**src/rtl/chatgpt_snn_mtomlin5.sv**
```systemverilog
// ---------------------------------------------------------------------------
// chatgpt_snn_mtomlin5
// Small spiking neural network tile: 3 input spike lines fully connected to
// 8 leaky integrate-and-fire neurons. Weights, threshold and leak are loaded
// through a write-only SPI slave (mode 0, MSB first, 16-bit frame addr/data).
//
// Ports:
//   clk      system clock, all state updates on the rising edge
//   rst      asynchronous active-high reset
//   ena      design enable; low holds membrane potentials, forces uo_out to 0
//   ui_in    [0]=spi_sck [1]=spi_cs_n [2]=spi_copi [5:3]=spikes_in [7:6]=unused
//   uo_out   registered spike of neuron j on bit j (1-cycle pulse per firing)
//   uio_in   unused
//   uio_out  constant 0
//   uio_oe   constant 0 (bidirectional pins all inputs)
// ---------------------------------------------------------------------------
module chatgpt_snn_mtomlin5 #(
    parameter int NUM_IN  = 3,
    parameter int NUM_OUT = 8,
    parameter int W_WIDTH = 8,
    parameter int V_WIDTH = 8
) (
    input  logic       clk,
    input  logic       rst,
    input  logic       ena,
    input  logic [7:0] ui_in,
    output logic [7:0] uo_out,
    input  logic [7:0] uio_in,
    output logic [7:0] uio_out,
    output logic [7:0] uio_oe
);

    localparam int NUM_W = NUM_IN * NUM_OUT;
    // Wide enough for V(255) + 3*127 and for 0 - 3*128 - 255.
    localparam int S_W   = 11;

    // Pins with no function; the name keeps lint from reporting them.
    logic unused_ok;
    assign unused_ok = &{1'b0, ui_in[7:6], uio_in};

    assign uio_out = 8'h00;
    assign uio_oe  = 8'h00;

    // ------------------------------------------------------------------
    // Input synchronizers and registered spikes
    // ------------------------------------------------------------------
    logic              sck_meta_q, sck_sync_q, sck_prev_q;
    logic              cs_meta_q, cs_sync_q;
    logic              copi_meta_q, copi_sync_q;
    logic [NUM_IN-1:0] spk_q;

    // Two-flop synchronizers for the SPI pins, sck history for edge detect,
    // and a single register stage for the spike inputs.
    always_ff @(posedge clk or posedge rst) begin
        if (rst) begin
            sck_meta_q  <= 1'b0;
            sck_sync_q  <= 1'b0;
            sck_prev_q  <= 1'b0;
            cs_meta_q   <= 1'b1;
            cs_sync_q   <= 1'b1;
            copi_meta_q <= 1'b0;
            copi_sync_q <= 1'b0;
            spk_q       <= {NUM_IN{1'b0}};
        end else begin
            sck_meta_q  <= ui_in[0];
            sck_sync_q  <= sck_meta_q;
            sck_prev_q  <= sck_sync_q;
            cs_meta_q   <= ui_in[1];
            cs_sync_q   <= cs_meta_q;
            copi_meta_q <= ui_in[2];
            copi_sync_q <= copi_meta_q;
            spk_q       <= ui_in[5:3];
        end
    end

    logic sck_rise_s;
    assign sck_rise_s = sck_sync_q & ~sck_prev_q;

    // ------------------------------------------------------------------
    // SPI frame receiver
    // ------------------------------------------------------------------
    logic [4:0]  bit_cnt_q, bit_cnt_d;
    logic [15:0] shift_q, shift_d;
    logic        wr_pend_q, wr_pend_d;
    logic [15:0] wr_frame_q, wr_frame_d;

    // Shift in bits while selected; the 16th bit captures a complete frame
    // and raises a one-cycle write strobe. The counter saturates at 16 so
    // trailing bits in the same selection are dropped.
    always_comb begin
        bit_cnt_d  = bit_cnt_q;
        shift_d    = shift_q;
        wr_pend_d  = 1'b0;
        wr_frame_d = wr_frame_q;
        if (cs_sync_q) begin
            bit_cnt_d = 5'd0;
            shift_d   = 16'h0000;
        end else if (sck_rise_s && (bit_cnt_q < 5'd16)) begin
            shift_d   = {shift_q[14:0], copi_sync_q};
            bit_cnt_d = bit_cnt_q + 5'd1;
            if (bit_cnt_q == 5'd15) begin
                wr_pend_d  = 1'b1;
                wr_frame_d = {shift_q[14:0], copi_sync_q};
            end else begin
                wr_pend_d  = 1'b0;
            end
        end else begin
            bit_cnt_d = bit_cnt_q;
        end
    end

    // SPI receiver state registers.
    always_ff @(posedge clk or posedge rst) begin
        if (rst) begin
            bit_cnt_q  <= 5'd0;
            shift_q    <= 16'h0000;
            wr_pend_q  <= 1'b0;
            wr_frame_q <= 16'h0000;
        end else begin
            bit_cnt_q  <= bit_cnt_d;
            shift_q    <= shift_d;
            wr_pend_q  <= wr_pend_d;
            wr_frame_q <= wr_frame_d;
        end
    end

    // ------------------------------------------------------------------
    // Configuration registers
    // ------------------------------------------------------------------
    logic [W_WIDTH-1:0] w_q [NUM_W];
    logic [W_WIDTH-1:0] w_d [NUM_W];
    logic [7:0]         thr_q, thr_d;
    logic [7:0]         leak_q, leak_d;
    logic [7:0]         wr_addr_s, wr_data_s;

    assign wr_addr_s = wr_frame_q[15:8];
    assign wr_data_s = wr_frame_q[7:0];

    // Register-map decode; the full 8-bit address is compared so that
    // unmapped addresses never alias onto a real register.
    always_comb begin
        w_d    = w_q;
        thr_d  = thr_q;
        leak_d = leak_q;
        if (wr_pend_q) begin
            if (wr_addr_s < 8'(NUM_W)) begin
                w_d[wr_addr_s[4:0]] = wr_data_s;
            end else if (wr_addr_s == 8'h18) begin
                thr_d = wr_data_s;
            end else if (wr_addr_s == 8'h19) begin
                leak_d = wr_data_s;
            end else begin
                thr_d = thr_q;
            end
        end else begin
            thr_d = thr_q;
        end
    end

    // Configuration register file.
    always_ff @(posedge clk or posedge rst) begin
        if (rst) begin
            for (int k = 0; k < NUM_W; k++) begin
                w_q[k] <= {W_WIDTH{1'b0}};
            end
            thr_q  <= 8'h10;
            leak_q <= 8'h00;
        end else begin
            w_q    <= w_d;
            thr_q  <= thr_d;
            leak_q <= leak_d;
        end
    end

    // ------------------------------------------------------------------
    // LIF neurons
    // ------------------------------------------------------------------
    logic [V_WIDTH-1:0] v_q [NUM_OUT];
    logic [V_WIDTH-1:0] v_d [NUM_OUT];
    logic [NUM_OUT-1:0] fire_s;
    logic [NUM_OUT-1:0] spike_q, spike_d;

    // Integrate, leak and fire. The compare uses the raw signed sum, so a
    // negative sum never fires even with a zero threshold; only the stored
    // potential is clamped to 0..255.
    always_comb begin
        logic signed [S_W-1:0] acc;
        fire_s  = {NUM_OUT{1'b0}};
        spike_d = {NUM_OUT{1'b0}};
        for (int j = 0; j < NUM_OUT; j++) begin
            acc = $signed({3'b000, v_q[j]});
            for (int i = 0; i < NUM_IN; i++) begin
                if (spk_q[i]) begin
                    acc = acc + $signed({{3{w_q[j*NUM_IN+i][W_WIDTH-1]}}, w_q[j*NUM_IN+i]});
                end else begin
                    acc = acc;
                end
            end
            acc = acc - $signed({3'b000, leak_q});
            fire_s[j] = (acc >= $signed({3'b000, thr_q}));
            if (!ena) begin
                v_d[j] = v_q[j];
            end else if (fire_s[j]) begin
                v_d[j] = 8'd0;
            end else if (acc < $signed(11'sd0)) begin
                v_d[j] = 8'd0;
            end else if (acc > $signed(11'sd255)) begin
                v_d[j] = 8'd255;
            end else begin
                v_d[j] = acc[7:0];
            end
        end
        if (ena) begin
            spike_d = fire_s;
        end else begin
            spike_d = {NUM_OUT{1'b0}};
        end
    end

    // Membrane potentials and registered output spikes.
    always_ff @(posedge clk or posedge rst) begin
        if (rst) begin
            for (int k = 0; k < NUM_OUT; k++) begin
                v_q[k] <= {V_WIDTH{1'b0}};
            end
            spike_q <= {NUM_OUT{1'b0}};
        end else begin
            v_q     <= v_d;
            spike_q <= spike_d;
        end
    end

    assign uo_out = spike_q;

endmodule

```
**config.mk**
```make
export PLATFORM = sky130hd
export DESIGN_NAME = chatgpt_snn_mtomlin5
export DESIGN_NICKNAME = d
export VERILOG_FILES = /design/src/rtl/chatgpt_snn_mtomlin5.sv
export SDC_FILE = /design/constraint.sdc
export NUM_CORES = 1
export LEC_CHECK = 0
export CORE_MARGIN = 3
export CORE_UTILIZATION = 58
export CTS_CLUSTER_SIZE = 30
export DETAILED_ROUTE_END_ITERATION = 6
export PLACE_DENSITY = 0.76
export SYNTH_ARGS = -nofsm -noshare
export SYNTH_HDL_FRONTEND = slang
export SYNTH_SLANG_ARGS = --single-unit
```
**constraint.sdc**
```tcl
create_clock -name clk -period 31.8 [get_ports clk]
set_input_delay 4.77 -clock clk [delete_from_list [all_inputs] [get_ports clk]]
set_output_delay 4.77 -clock clk [all_outputs]
set_load 0.05 [all_outputs]
```
Yosys cells after proc, flatten, opt, wreduce, memory -nomap -nowiden. Cells that the tools add are included.

Flip-flop bits (word level): 327. Bits in latches: 0. Bits in writable memories: 0. Bits in read-only memories: 0. Input bits: 19. Output and inout bits: 24. Logic and storage cells: 183. Memories kept: 0.

$add $sub $neg: 33. Multiply operators: 0. Divide/modulo/power cells: 0. $lt $le $gt $ge: 28. Eq/ne operators: 3. Shifts and indexed selects: 0. Multiplexer cells: 59. Bitwise gates (word level): 6. Reductions and logical operators: 7.

Operators by type and width (count): 11-bit two-way mux (24); 8-bit two-way mux (26); 192-bit bitwise mux (1); 11-bit by 8-bit adder with 11-bit output (16); 11-bit by 9-bit greater-or-equal comparator with 1-bit output (8); 11-bit by 9-bit > comparator with 1-bit output (second input constant) (8); 11-bit by 1-bit less-than comparator with 1-bit output (second input constant) (8); 11-bit by 9-bit subtractor with 11-bit output (8); 9-bit by 8-bit adder with 10-bit output (8); 8-bit demux with 5-bit select (1); 15-bit two-way mux (2); 8-bit by 5-bit == test with 1-bit output (second input constant) (2); 5-bit two-way mux (2); 8-bit by 5-bit less-than comparator with 1-bit output (second input constant) (1); 6-bit greater-or-equal comparator (second input constant) (1); 6-bit by 1-bit less-than comparator with 1-bit output (second input constant) (1); 5-bit inverter with 6-bit output (1); 3-bit AND reduction (2); 5-bit by 1-bit adder with 5-bit output (second input constant) (1); 5-bit by 4-bit == test with 1-bit output (second input constant) (1); 5-bit less-than comparator (second input constant) (1); 1-bit inverter (4); 4-bit AND reduction (1); 1-bit two-way mux (3); other kinds (4) (5).

Depth between registers and ports, before layout. Gate-level depths: netlist of run 1.

Depth after elaboration: 11. Mapped depth: 33. Gate-level depth less buffers: 33.

Least setup slack after synthesis of run 1. OpenSTA, ideal clock, no wires.

Path type: reg2reg. Start point: register spk_q[0]. End point: register v_q[48] in the netlist's numbering. Library setup time: 0.083 ns. Data arrival time: 6.161 ns. Data required time: 31.717 ns. Path slack: 25.556 ns. Cell stages (with the launch flop): 27. Path buffers: 3. Period minus slack after synthesis: 6.244 ns. Cell sequence: dfrtp_1 > clkbuf_1 > buf_1 > clkbuf_1 > nand2_1 > o21ai_0 > ha_1 > fa_1 > mux2_2 > ha_1 > a21o_1 > a211oi_1 > a21oi_1 > mux2_2 > ha_1 > o21ai_0 > a21boi_0 > o21ai_0 > nor2b_1 > xnor2_1 > ha_1 > or3_1 > o211a_1 > nand2b_1 > o311ai_1 > nand3_1 > o22ai_1.

Cells in the longest elaborated chain, start to end: 10. Elaborated cells on any way between the ends: 12. Classes of those cells: add/sub (3); order compare (3); mux (6).

RTL lines: start, declared (RTL line 50) `logic [NUM_IN-1:0] spk_q;`; start signal, assigned (RTL line 63) `spk_q <= {NUM_IN{1'b0}};`; start signal, assigned (RTL line 72) `spk_q <= ui_in[5:3];`; 11-bit two-way mux * (RTL line 193) `if (spk_q[i]) begin`; 11-bit by 8-bit adder with 11-bit output (RTL line 194) `acc = acc + $signed({{3{w_q[j*NUM_IN+i][W_WIDTH-1]}}, w_q[j*NUM_IN+i]});`; 11-bit two-way mux * (RTL line 193); 11-bit by 8-bit adder with 11-bit output (RTL line 194); 11-bit two-way mux * (RTL line 193); 11-bit by 9-bit subtractor with 11-bit output * (RTL line 199) `acc = acc - $signed({3'b000, leak_q});`; 11-bit by 9-bit > comparator with 1-bit output (RTL line 207) `end else if (acc > $signed(11'sd255)) begin`; 8-bit two-way mux (RTL line 207); 8-bit two-way mux (RTL line 205) `end else if (acc < $signed(11'sd0)) begin`; 8-bit two-way mux * (RTL line 203) `end else if (fire_s[j]) begin`; end signal, assigned by index (RTL line 224) `v_q[k] <= {V_WIDTH{1'b0}};`; end signal, assigned (RTL line 228) `v_q <= v_d;`; end, declared (RTL line 178) `logic [V_WIDTH-1:0] v_q [NUM_OUT];`.

Mark *: on every way between the ends. The rest lies on a longest branch, timed or not. A chain may end at the register's enable or synchronous reset.

Worst setup path after layout of run 1. Ends and elaborated chain as after synthesis.

==> metrics.yaml, run 1 <==
status: "completed"
synth_compound_area_share_pct: 20.7
grt_pass1_vias: 25244
cts_tree: "done"
grt_pass1_wl_um: 131000
clk_path_buf_depth: 3
avgSynthCellArea_um2: 9.12
ir_drop_mv: 0.0359
synth_area_leader_cell: "dfrtp_1"
nFillCells: 4116
synth.mux.area_fraction_pct: 11.2
rsz0062_at_grt: "false"
io_pins: 43
hold_path_depth: 0
grt_remaining_overflow: 0
num_vias: 25453
final_util_pct: 63.2
synth_area_um2: 29600
maxCapViolations: 0
cts_resized: 0
synth_top_area_share_pct: 27.4
antenna_left: 0
synth_top_family_by_area: "compound AO/OA/AOI/OAI gates"
place_congestion: 0.947
htree_levels: 2
pwr_density_cell_nw_per_um2: 43.8
clk_pin_slew_ns: 0.06
critPathKind: "reg -> reg"
pre_cts_slack_ns: 24.02
cts-root-buf: "clkbuf_16"
fin_crit_sh_pct: 25.1
clock-sinks: 327
synthAdderAreaFrac_pct: 18.2
ys_types: 84
hold_path_end: "sck_sync_q"
synth.area.top_cells: "dfrtp_1 (27%), ha_1 (16%), mux2_2 (10%)"
routed_wl_um: 83300
core_um2: 50300
die-area_um2: 53700
io_buffers: 16
cp-end-kind: "flop"
synth-simple-area-share_pct: 13.3
reg2reg_slack_ns: 23.82
antenna_found_initial: 1
grt_max_degree: 111
rr_endpoint: "v_q[48]"
drive_gt1_share_pct: 12.4
r2r_start: "spk_q[0]"
grt_usage_pct: 30.6
synth_xor_area_share_pct: 5.27
drt-initial-drc-count: 1927
yosys-top-cells-count: "ha_1 (378), dfrtp_1 (324), mux2_2 (271)"
synth_top_flop_cell: "dfrtp_1"
clk_latency_ns: 0.59
worstHoldStart: "sck_meta_q"
hpwl_um: 58300
hold_class: "reg -> reg"
seq_area_frac_synth_pct: 27.7
setup-tns-final_ns: 0
max_freq_ghz: 0.125
start_util_pct: 58.8
rows: 82
worstSetupStartpointType: "flop"
syn_inst: 3242
slew_viol_final: 0
slew_headroom_pct: 17.2
ctsHoldBuffers: 0
instances_no_fill: 3934
dr.pass1.iters: 5
num_antenna_cells: 0
syn2layout_area_growth_pct: 7.51
ys_ff_latch: 327
wl_per_cell_um: 21.2
hold_violations: 0
worstPathMaxFanout: 56
fp.dieW_um: 232
worst-r2r-cell-count: 26
required_ns: 32.29
yosysMostFrequentCell: "ha_1"
drcViolationCount: 0
cts_setup_buffers: 0
worst_slack_ns: 23.82
dp_cells: 3858
synth_warnings: 0
synth_edf_count: 0
crit_arrival_ns: 8.47
tightest_slew_ns: 1.22
vias_per_cell: 6.47
async_flop_share_pct: 100
fin_worst_skew_ns: 0.0184
cellLeakagePower_uw: 0.0154
min_period_ns: 7.98
cts_inserted_buffers: 41
setup_violations: 0
die_h_um: 232
nets: 3658
## critical path, cell delays in order (launching register included)
cell and delay (ns):
dfrtp_4 0.84, buf_4 0.70, o21ai_0 0.23, ha_1 0.28, fa_1 0.46, a211oi_1 0.34, nor2_1 0.12, o31ai_1 0.39
ha_1 0.34, o21ai_0 0.25, nor2_1 0.08, o21ai_0 0.19, o21a_1 0.15, ha_1 0.24, o21ai_0 0.11, a31oi_1 0.09
o21a_1 0.20, nor2_1 0.11, xnor2_1 0.13, ha_1 0.24, a2111oi_0 0.38, o21ai_0 0.17, o211a_1 0.20, nand2b_1 0.15
o311ai_1 0.90, nand3_1 0.33, o22ai_1 0.22
## layout by cell type, fill, tap and decap left out, types with 44 or more instances in the layout
cell type	count
mux2_2	271
nor3_1	59
nand3_1	44
xor2_1	44
nor2b_1	67
o21ai_0	219
a21o_1	84
o21a_1	75
nand2_1	261
xnor2_1	131
ha_1	378
a21oi_1	188
a211oi_1	80
nor2_1	252
inv_1	151
dfrtp_1	321
## power by group
part / leakage (µW) / total, µW / internal (µW) / switching [µW]
registers: 0.00452 / 446 / 432 / 14.4
logic: 0.0101 / 445 / 176 / 269
clock network: 0.000717 / 500 / 305 / 195
## stage by stage
step                      total power, µW  instance area, µm²  hold WS (ns)
after floorplan                       789               29600         0.331
after global placement                867               30300         0.334
after detailed placement              888               30300         0.338
after CTS                            1390               31800         0.348
after global routing                 1460               31800         0.353
final                                1390               31800         0.345
## metal layers
| layer | global-route usage (%) | wire length, µm |
|---|---|---|
| met5 | 0 | 0 |
| met4 | 15.7 | 4170 |
| met3 | 5.13 | 5870 |
| met2 | 50.6 | 38700 |
| met1 | 38.7 | 34600 |
## how the worst max path moves through the flow
stage               slack, ns            to      from  cells past startpoint
finish                  23.82       v_q[48]  spk_q[0]                     26
global route            23.39       v_q[48]  spk_q[0]                     25
CTS                     23.96       v_q[48]  spk_q[0]                     26
global placement        24.27       v_q[48]  spk_q[0]                     26
detailed placement      24.02       v_q[48]  spk_q[0]                     26
floorplan               17.98  bit_cnt_q[0]       rst                      1
## flip-flops by register name, indices dropped and copies added, names as in the netlist
signal       flops
copi_meta_q      1
thr_q            8
sck_meta_q       1
leak_q           8
cs_meta_q        1
spk_q            3
sck_sync_q       1
uo_out           8
wr_pend_q        1
w_q            192
sck_prev_q       1
cs_sync_q        1
bit_cnt_q        5
v_q             64
copi_sync_q      1
wr_frame_q      16
shift_q         15
## cell type report
type / count / area (µm²) / share of cell area (%)
timing repair buffer: 41 / 343 / 1.08
sequential: 327 / 8200 / 25.8
clock buffer: 60 / 1250 / 3.93
clock inverter: 16 / 190 / 0.599
tap: 672 / 841 / 2.65
inverter: 156 / 593 / 1.87
multi-input combinational: 2662 / 20400 / 64.1
## cell families (layout without fill, tap and decap cells)
family | count (synthesis) | in the layout
compound gates | 925 | 925
xor+xnor | 176 | 176
fa+ha+maj | 410 | 410
buf+inv | 268 | 273
flops | 327 | 327
mux | 298 | 298
other cells | 1 | 16
simple gates | 837 | 837
No activity file was read; power rests on OpenSTA's default activity.
==> inputs of run 2 (changes only) <==
- clock period: 31.8 -> 8.1 ns (I/O delays scaled with it)
==> metrics.yaml, run 2 (synthesized netlist as in run 1, its figures left out) <==
hold_class: "reg -> reg"  # unchanged
io_buffers: 16  # unchanged
die_h_um: 232  # unchanged
crit_arrival_ns: 7.70  # was 8.47 ns
grt_max_degree: 165  # was 111
final_util_pct: 63.1  # was 63.2%
num_antenna_cells: 0  # unchanged
routed_wl_um: 82500  # was 83300 µm
worst_slack_ns: 0.854  # was 23.82 ns
switching_share_pct: 34.7  # was 34.3%
antenna_found_initial: 0  # was 1
nets: 3660  # was 3658
core_um2: 50300  # unchanged
r2r_start: "spk_q[0]"  # unchanged
start_util_pct: 58.8  # unchanged
clk_latency_ns: 0.58  # was 0.59 ns
pre_cts_slack_ns: 1.14  # was 24.02 ns
largest-register: "w_q"  # unchanged
grt_pass1_wl_um: 131000  # about the same
cellLeakagePower_uw: 0.0153  # was 0.0154 µW
wl_per_cell_um: 21.0  # was 21.2 µm
crit_top_cell: "o21ai_0"  # unchanged
cts-root-buf: "clkbuf_16"  # unchanged
cp_slowest_cell: "dfrtp_4"  # was o311ai_1
internal-power_uw: 3500  # was 913 µW
antenna_left: 0  # unchanged
syn2layout_area_growth_pct: 7.34  # was 7.51%
cts_setup_buffers: 0  # unchanged
vias_per_cell: 6.41  # was 6.47
largest_reg_flops: 192  # unchanged
num_vias: 25210  # was 25453
slew_headroom_pct: 21.2  # was 17.2%
maxCapViolations: 0  # unchanged
io_pins: 43  # unchanged
dr_wl_met2_um: 38400  # was 38700 µm
critPathKind: "reg -> reg"  # unchanged
top_layer: "met4"  # unchanged
p_switching_uw: 1860  # was 478 µW
cts_resized: 0  # unchanged
rows: 82  # unchanged
final_common_cell: "ha_1"  # unchanged
cp.depth: 25  # was 26
status: "completed"  # unchanged
cp-end-kind: "flop"  # unchanged
pwr-share-comb_pct: 32.5  # was 32.0%
p_clk_share_pct: 34.9  # was 35.9%
cp.buffers_inverters: 3  # was 1
setup-tns-final_ns: 0  # unchanged
hold_path_end: "copi_sync_q"  # was sck_sync_q
place_congestion: 0.928  # was 0.947
reg2reg_slack_ns: 0.85  # was 23.82 ns
wl_met3_um: 5730  # was 5870 µm
rr_endpoint: "v_q[1]"  # was v_q[48]
worst-r2r-cell-count: 25  # was 26
fin_crit_sh_pct: 89.5  # was 25.1%
grt_pass1_vias: 25052  # was 25244
grt_remaining_overflow: 0  # unchanged
rsz0062_at_grt: "false"  # unchanged
tightest_slew_ns: 1.18  # was 1.22 ns
max_freq_ghz: 0.138  # was 0.125 GHz
mostFrequentLayoutCells: "ha_1 (378), dfrtp_1 (321), mux2_2 (271), nand2_1 (261), nor2_1 (252)"  # unchanged
slew_viol_final: 0  # unchanged
htree_levels: 2  # unchanged
hold_violations: 0  # unchanged
max_stage_delay_ns: 0.95  # was 0.90 ns
hpwl_um: 57400  # was 58300 µm
setup_violations: 0  # unchanged
die-area_um2: 53700  # unchanged
cts_inserted_buffers: 41  # unchanged
drt-initial-drc-count: 1706  # was 1927
drt-met1-wl_um: 34600  # about the same
required_ns: 8.55  # was 32.29 ns
clk_pin_slew_ns: 0.06  # about the same
min_period_ns: 7.25  # was 7.98 ns
worstSetupStartpointType: "flop"  # unchanged
top_regs: "w_q (192), v_q (64), wr_frame_q (16)"  # unchanged
clk_path_buf_depth: 3  # unchanged
crit_family: "compound AO/OA/AOI/OAI gates"  # unchanged
cts_tree: "done"  # unchanged
drcViolationCount: 0  # unchanged
drive_gt1_share_pct: 12.2  # was 12.4%
grt_usage_pct: 30.6  # about the same
hold_path_depth: 0  # unchanged
pwr_density_cell_nw_per_um2: 169  # was 43.8 nW/µm²
ctsHoldBuffers: 0  # unchanged
fin_worst_skew_ns: 0.0298  # was 0.0184 ns
clock-sinks: 327  # unchanged
seqPwrFrac_pct: 32.6  # was 32.1%
worstPathMaxFanout: 62  # was 56
dr.pass1.iters: 6  # was 5
worstHoldStart: "copi_meta_q"  # was sck_meta_q
fp.dieW_um: 232  # unchanged
ir_drop_mv: 0.173  # was 0.0359 mV
run 2: changes by cell type in the layout (fill, tap and decap cells not counted), moves of 2 or more:
cell / change
clkinvlp_4: +3
clkbuf_16: -2
clkbuf_1: +3
buf_4: -2
inv_6: +2
clkbuf_8: -9
buf_12: +4
run 2: how the worst max path moves through the flow:
| stage | from | end | slack, ns |
|---|---|---|---|
| global route | v_q[48] | v_q[49] | 0.38 |
| CTS | spk_q[0] | v_q[1] | 1.07 |
| detailed placement | spk_q[0] | v_q[1] | 1.14 |
| finish | spk_q[0] | v_q[1] | 0.85 |
| floorplan | spk_q[0] | v_q[48] | 1.86 |
| global placement | spk_q[0] | v_q[0] | 1.42 |
run 2: area by class of cell:
class,instances,area [µm²]
Multi-Input combinational cell,2662,20400
Fill cell,4173,18500
Sequential cell,327,8200
Clock buffer,52,1090
Tap cell,672,841
Inverter,156,589
Timing Repair Buffer,43,408
Clock inverter,20,244
run 2: per-layer routing:
layer  vias up  track usage [%]
met5         -                0
met4         0             13.5
met3       241             4.70
met2       865             50.9
met1     12225             39.4
li1      11879                -
run 2: power groups by stage:
stage / Sequential (µW) / Combinational, µW / Clock, µW
after CTS: 1750 / 1720 / 1900
after floorplan: 1800 / 1300 / 0
after global routing: 1750 / 1940 / 1970
after global placement: 1770 / 1640 / 0
after detailed placement: 1780 / 1700 / 0
final: 1750 / 1750 / 1870
run 2: through the flow:
step	total power [µW]	hold slack, ns	std cells	cell area (µm²)
after floorplan	3100	0.331	3257	29600
after global placement	3410	0.334	3860	30400
after detailed placement	3480	0.341	3860	30400
after CTS	5370	0.354	3932	31700
after global routing	5660	0.364	3932	31700
final	5370	0.349	3932	31700
